## config.mk

```make
export PLATFORM = sky130hd
export DESIGN_NAME = legv8_instr_encoder
export DESIGN_NICKNAME = d
export VERILOG_FILES = /design/src/rtl/legv8_instr_encoder.sv
export SDC_FILE = /design/constraint.sdc
export NUM_CORES = 1
export LEC_CHECK = 0
export CAP_MARGIN = 15
export CORE_MARGIN = 2
export CORE_UTILIZATION = 50
export DETAILED_ROUTE_END_ITERATION = 7
export PLACE_DENSITY = 0.7
export SETUP_SLACK_MARGIN = 0.05
export SLEW_MARGIN = 20
export SYNTH_ARGS = -nofsm -noshare
export SYNTH_HDL_FRONTEND = slang
export SYNTH_SLANG_ARGS = --single-unit
```

## constraint.sdc

```tcl
create_clock -name clk -period 3.55 [get_ports clk]
set_input_delay 0.5325 -clock clk [delete_from_list [all_inputs] [get_ports clk]]
set_output_delay 0.5325 -clock clk [all_outputs]
set_load 0.05 [all_outputs]
```

## src/rtl/legv8_instr_encoder.sv

```systemverilog
// LEGv8 instruction encoder: turns field-level requests into 32-bit words and
// streams them through a small FIFO into sequential instruction-memory writes.
module legv8_instr_encoder #(
   parameter int ADDR_W    = 8,
   parameter int DEPTH     = 4,
   parameter int BASE_ADDR = 0
) (
   input  logic              clk,
   input  logic              reset,
   input  logic              req_valid,
   output logic              req_ready,
   input  logic [2:0]        req_kind,
   input  logic [4:0]        req_rd,
   input  logic [4:0]        req_rn,
   input  logic [4:0]        req_rm,
   input  logic [18:0]       req_imm,
   input  logic              flush,
   input  logic              imem_busy,
   output logic              imem_we,
   output logic [ADDR_W-1:0] imem_addr,
   output logic [31:0]       imem_wdata,
   output logic              err,
   output logic              idle
);
   localparam int IW = $clog2(DEPTH);
   localparam int CW = IW + 1;
   localparam logic [CW-1:0]     FULL = CW'(DEPTH);
   localparam logic [ADDR_W-1:0] BASE = ADDR_W'(BASE_ADDR);

   typedef enum logic [2:0] {
      K_LDUR = 3'd0, K_STUR = 3'd1, K_CBZ = 3'd2, K_ADD = 3'd3,
      K_SUB  = 3'd4, K_AND  = 3'd5, K_ORR = 3'd6, K_RSVD = 3'd7
   } kind_e;

   kind_e             kind;
   logic              d_ok;
   logic [31:0]       enc_word;
   logic              enc_drop;
   logic              accept, push, pop;

   logic [31:0]       mem_q [DEPTH];
   logic [IW-1:0]     rd_q, rd_d, wr_q, wr_d;
   logic [CW-1:0]     count_q, count_d;
   logic [ADDR_W-1:0] ptr_q, ptr_d;
   logic              err_q, err_d;

   assign kind = kind_e'(req_kind);
   // D-type offset fits in 9 signed bits when bits 18..8 are all copies of bit 8
   assign d_ok = (&req_imm[18:8]) || !(|req_imm[18:8]);

   always_comb begin
      enc_word = '0;
      enc_drop = 1'b0;
      case (kind)
         K_LDUR:  begin
            enc_word = {11'b11111000010, req_imm[8:0], 2'b00, req_rn, req_rd};
            enc_drop = !d_ok;
         end
         K_STUR:  begin
            enc_word = {11'b11111000000, req_imm[8:0], 2'b00, req_rn, req_rd};
            enc_drop = !d_ok;
         end
         K_CBZ:   enc_word = {8'b10110100, req_imm, req_rd};
         K_ADD:   enc_word = {11'b10001011000, req_rm, 6'b000000, req_rn, req_rd};
         K_SUB:   enc_word = {11'b11001011000, req_rm, 6'b000000, req_rn, req_rd};
         K_AND:   enc_word = {11'b10001010000, req_rm, 6'b000000, req_rn, req_rd};
         K_ORR:   enc_word = {11'b10101010000, req_rm, 6'b000000, req_rn, req_rd};
         default: enc_drop = 1'b1;
      endcase
   end

   assign idle       = (count_q == '0);
   assign req_ready  = (count_q < FULL) && !flush;
   assign imem_we    = !idle && !imem_busy && !flush;
   assign imem_wdata = idle ? '0 : mem_q[rd_q];
   assign imem_addr  = ptr_q;
   assign err        = err_q;

   assign accept = req_valid && req_ready;
   assign push   = accept && !enc_drop;
   assign pop    = imem_we;

   always_comb begin
      rd_d    = rd_q;
      wr_d    = wr_q;
      count_d = count_q;
      ptr_d   = ptr_q;
      err_d   = err_q;
      if (flush) begin
         rd_d    = '0;
         wr_d    = '0;
         count_d = '0;
         ptr_d   = BASE;
         err_d   = 1'b0;
      end else begin
         if (pop) begin
            rd_d  = rd_q + 1'b1;
            ptr_d = ptr_q + ADDR_W'(4);
         end
         if (push) wr_d = wr_q + 1'b1;
         if (accept && enc_drop) err_d = 1'b1;
         case ({push, pop})
            2'b10:   count_d = count_q + 1'b1;
            2'b01:   count_d = count_q - 1'b1;
            default: count_d = count_q;
         endcase
      end
   end

   always_ff @(posedge clk or posedge reset) begin
      if (reset) begin
         rd_q    <= '0;
         wr_q    <= '0;
         count_q <= '0;
         ptr_q   <= BASE;
         err_q   <= 1'b0;
      end else begin
         rd_q    <= rd_d;
         wr_q    <= wr_d;
         count_q <= count_d;
         ptr_q   <= ptr_d;
         err_q   <= err_d;
      end
   end

   always_ff @(posedge clk) begin
      if (push) mem_q[wr_q] <= enc_word;
   end

endmodule

```

## Yosys cells after proc, flatten, opt, wreduce, memory -nomap -nowiden

Memories as Yosys holds them, arrays and structs flattened.
Index checks and enable logic that the tools add are counted.

- Flip-flop bits (word level): 16
- RAM bits: 128
- Input port bits: 42
- Output and inout bits: 44
- Word-level logic and storage cells: 58
- Memories kept: 1

- Add/subtract/negate cells: 5
- Magnitude comparators: 1
- Equality and inequality tests: 8
- Muxes and demuxes: 15
- Reduce and logical (&&, ||, !) cells: 23

Memories:

| name | depth | bits a word | rd ports | clocked after Yosys merged registers in | wr ports | line | source |
|---|---|---|---|---|---|---|---|
| mem_q | 4 | 32 | 1 | 0 | 1 | 41 | `logic [31:0] mem_q [DEPTH];` |

Operator list:

| kind | number |
|---|---|
| case mux 32 bit (7 select lines) | 1 |
| two-way mux 32 bit | 1 |
| two-way mux 8 bit | 2 |
| AND reduction 11 bit | 1 |
| OR reduction 11 bit | 1 |
| equality test 3 bit (second input constant) | 3 |
| adder 8 x 3 -> 8 bit (second input constant) | 1 |
| two-way mux 2 bit | 4 |
| equality test 3 x 2 -> 1 bit (second input constant) | 2 |
| logical AND 1 bit | 6 |
| logical NOT 1 bit | 6 |
| logical NOT 3 bit | 2 |
| case mux 3 bit (2 select lines) | 1 |
| nonzero test 2 bit | 3 |
| OR reduction 5 bit | 1 |
| adder 2 x 1 -> 2 bit (second input constant) | 2 |
| two-way mux 1 bit | 4 |
| adder 3 x 1 -> 3 bit (second input constant) | 1 |
| equality test 3 x 1 -> 1 bit (second input constant) | 1 |
| less-than comparator 3 bit (second input constant) | 1 |
| two-way mux 3 bit | 1 |
| nonzero test 3 bit | 1 |
| subtractor 3 x 1 -> 3 bit (second input constant) | 1 |
| equality test 2 x 1 -> 1 bit (second input constant) | 1 |
| other kinds (4) | 4 |

## Longest topological paths before layout

- Depth in word-level cells: 10
- Mapped depth: 12
- Mapped depth without buffers: 10

## Least setup slack after synthesis

Ideal clock, no wire load.

- Path type: input-to-reg
- Start point: in flush
- End point: mem mem_q[0][0], enable pin
- Library setup time: 0.392 ns
- Arrival: 2.759 ns
- Required time: 3.158 ns
- Path slack: 0.399 ns
- Stages: 6
- Path buffers: 2
- Path through: buf_4 nor2_1 and2_1 o211a_1 buf_4 and2_1

- Cells in the longest elaborated chain, start to end: 6

RTL lines:

| element | line | source |
|---|---|---|
| start: declaration | 17 | `input logic flush,` |
| logical NOT 1 bit | 73 | `assign req_ready = (count_q < FULL) && !flush;` |
| logical AND 1 bit | 73 |  |
| named net req_ready | 11 | `output logic req_ready,` |
| logical AND 1 bit | 79 | `assign accept = req_valid && req_ready;` |
| logical AND 1 bit | 80 | `assign push = accept && !enc_drop;` |
| two-way mux 1 bit | 127 | `if (push) mem_q[wr_q] <= enc_word;` |
| two-way mux 1 bit (implied by the code) | 127 |  |
| end: declaration | 41 |  |

The timed path passes the listed nets, and every way through them passes these cells.

## Worst setup path after layout

- Start point: reg rd_q[0]
- End point: out imem_wdata[22]

- Cells in the longest elaborated chain, start to end: 2

RTL lines:

| element | line | source |
|---|---|---|
| start: declaration | 42 | `logic [IW-1:0] rd_q, rd_d, wr_q, wr_d;` |
| start signal: assignment | 118 | `rd_q <= rd_d;` |
| memory read (4 x 32 bit) | - |  |
| two-way mux 32 bit | 75 | `assign imem_wdata = idle ? '0 : mem_q[rd_q];` |
| end: declaration | 21 | `output logic [31:0] imem_wdata,` |

No other way between the ends.

==> results.py <==
metrics = {
    "cts": {
        "clk_latency_ps": 420,
        "ctsHoldBuffers": 0,
        "cts_buffers": 17,
        "clockRootBuffer": "clkbuf_16",
        "path_clk_slew_ps": 60,
        "post_cts_resize_count": 0,
        "tritoncts": "done",
        "htreeDepth": 4,
        "clock_sinks": 142,
        "clk_path_buf_depth": 2,
        "postCtsSetupBuffers": 0,
    },
    "detailed_routing": {
        "route.detailed.drc": 0,
        "drt-total-wl_um": 12500,
        "route.antenna.remaining_nets": 0,
        "routedWlPerCell_um": 18.8,
        "route.vias.total": 3613,
        "dr.pass1.iters": 4,
        "avgViaCountPerCell": 5.44,
        "drt_iter0_markers": 282,
    },
    "logic_synthesis": {
        "avgSynthCellArea_sq_um": 16.0,
        "ys_ff_latch": 142,
        "yosysSeqAreaShare": 0.677,
        "syn_inst": 388,
        "synthArstFlopShare": 0.0986,
        "synth-main-ff-cell": "edfxtp_1",
        "ys_types": 43,
        "synth_edf_count": 128,
        "netlist_area_sq_um": 6190,
        "yosysWarningCount": 0,
    },
    "sta": {
        "slew_viol_final": 0,
        "fmax_mhz": 335,
        "worst_slew_pin_slew_ps": 555,
        "skew_ps": 9.16,
        "period_share": 0.842,
        "final-setup-viol-count": 0,
        "slew_headroom": 0.629,
        "post-route-min-period_ps": 2990,
        "tns_ps": 0,
        "grt_setup_unrepaired": "no",
        "hold_viol_final": 0,
    },
    "global_route": {
        "grt-ovfl-total": 0,
        "grt_antenna_before_repair": 0,
        "grt_start_max_net_pins": 38,
        "grt_pass1_vias": 3735,
        "track_usage": 0.205,
        "grt_pass1_wl_um": 19900,
    },
    "floorplan": {
        "chipWidth_um": 115,
        "rows": 40,
        "initial_core_util": 0.513,
        "core_sq_um": 12100,
        "pin_count": 86,
        "dieArea_sq_um": 13300,
        "die_y_um": 115,
    },
    "worst_setup_path": {
        "cp_slowest_stage_delay_ps": 720,
        "cpMaxStageDelayCell": "clkdlybuf4s50_1",
        "end_kind": "output port",
        "arrival_ps": 2460,
        "critPathKind": "reg -> out",
        "worstPathRequired_ps": 3020,
        "cp_cell_sequence": "buf_12 > mux4_2 > nor2b_1 > clkdlybuf4s50_1",
        "path_max_fanout": 24,
        "startpoint_type": "flop",
    },
    "placed_design": {
        "routabilityCongestion": 0.823,
        "placed_area_sq_um": 7250,
        "portBuffers": 83,
        "dp_hpwl_um": 8080,
    },
    "finish": {
        "nets": 532,
        "final_area_sq_um": 7790,
        "syn_to_final_growth_pct": 25.8,
        "drive_gt1_frac": 0.161,
        "antenna_cells": 0,
    },
    "power_and_ir_drop": {
        "irDropWorstVdd_v": 0.000522,
        "p_leak_nw": 2.64,
        "powerDensity_nw_per_um2": 701,
    },
    "hold_path": {
        "hp-class": "in -> async",
    },
    "run": {
        "maxCapViolCount": 0,
    },
    "status": {
        "status": "complete, no violations",
    },
}
## logic make-up after synthesis
logic type	share of synthesized area
xor gates and xnor gates	0.0164
DFF	0.677
adders and majority gates	0.0154
buffers and inverters	0.0232
and+or+nand+nor	0.104
muxes	0.118
other	0.000605
AOI/OAI and AO/OA	0.0455
## per-layer routing
layer  vias up  share of wire  wire [um]  track usage
met1      1817           0.45       5600        0.285
met4         0          0.015        191       0.0867
met3        16          0.053        663       0.0443
met5         -              0          0            0
met2       109           0.48       6030        0.319
li1       1671              -          -            -
## state kept, by name, indices dropped and copies added (netlist names)
signal     flops
count_q        3
err            1
mem_q        128
imem_addr      6
wr_q           2
rd_q           2
## per-stage QoR
step	instances	setup WS [ps]	util	hold WS, ps	power [mW]
floorplan	389	399	-	422	3.30
global placement	632	496	0.601	518	3.87
detailed placement	632	442	0.601	530	3.89
CTS	664	524	0.646	484	5.51
global route	664	466	0.646	537	5.67
finish	664	561	0.646	461	5.46
## path summary, 6_finish.rpt
check,from,endpoint,slack [ps],cells after the start
worst max-delay path,rd_q[0]$_DFFE_PP0N_,imem_wdata[22],560,4
worst min-delay path,reset,count_q[0]$_DFFE_PP0P_,460,2
worst max register to register,count_q[1]$_DFFE_PP0P_,count_q[2]$_DFFE_PP0P_,1080,7
worst min register to register,err$_DFFE_PP0P_,err$_DFFE_PP0P_,530,2
max in group asynchronous,reset,rd_q[0]$_DFFE_PP0N_,2690,2
min in group clk,err$_DFFE_PP0P_,err$_DFFE_PP0P_,530,2
## where the power goes
group	total [mW]	switching, mW	internal [mW]
combinational	1.91	1.19	0.719
clock	1.63	0.617	1.01
sequential	1.93	0.0366	1.89
## synth_stat cells, types with 2 or more instances
cell type  count  area (sq um)
nand3b_1       2          15.0
nand3_1        4          20.0
mux4_2        32           721
a21oi_1       12          60.1
o21ai_0       11          55.1
nand4_1        3          18.8
o22ai_1        5          31.3
nor3b_1        2          15.0
dfrtp_1       14           350
nand2_1       15          56.3
nor3_1         4          20.0
buf_2          7          35.0
and2_1        15          93.8
and2b_1        3          22.5
nor2_1        30           113
a22oi_1        9          67.6
buf_4          4          30.0
edfxtp_1     128          3840
xor2_1         4          35.0
or4b_1         2          20.0
ha_1           6          75.1
inv_1          7          26.3
nor2b_1       31           194
clkbuf_1      13          48.8
nor4_1         2          12.5
a21boi_0       2          15.0
xnor2_1        5          43.8
## placed cells by master (no fill, tap or decap), types with 5 or more instances in the layout
master / synthesis / layout
a21oi_1: 12 / 12
xnor2_1: 5 / 5
clkdlybuf4s50_1: 0 / 76
nor2b_1: 31 / 31
mux4_2: 32 / 32
o21ai_0: 11 / 11
inv_1: 7 / 7
clkbuf_16: 0 / 17
edfxtp_1: 128 / 128
dfrtp_1: 14 / 13
buf_4: 4 / 21
nor2_1: 30 / 30
a22oi_1: 9 / 9
nand2_1: 15 / 15
o22ai_1: 5 / 5
ha_1: 6 / 6
and2_1: 15 / 15
clkinv_1: 1 / 8
## critical path, delay by kind of cell, from the launching register on
kind	cells	cell delay (ps)
buffers and inverters	2	950
multiplexers	1	530
flip-flops	1	380
AND/OR/NAND/NOR	1	160
## cell type report
type	count	area, sq um
Clock buffer	21	440
Clock inverter	11	98.8
Fill cell	871	4270
Inverter	8	30.0
Multi-Input combinational cell	215	1860
Sequential cell	142	4200
Tap cell	168	210
Timing Repair Buffer	99	958
(Power assumes the default switching activity.)
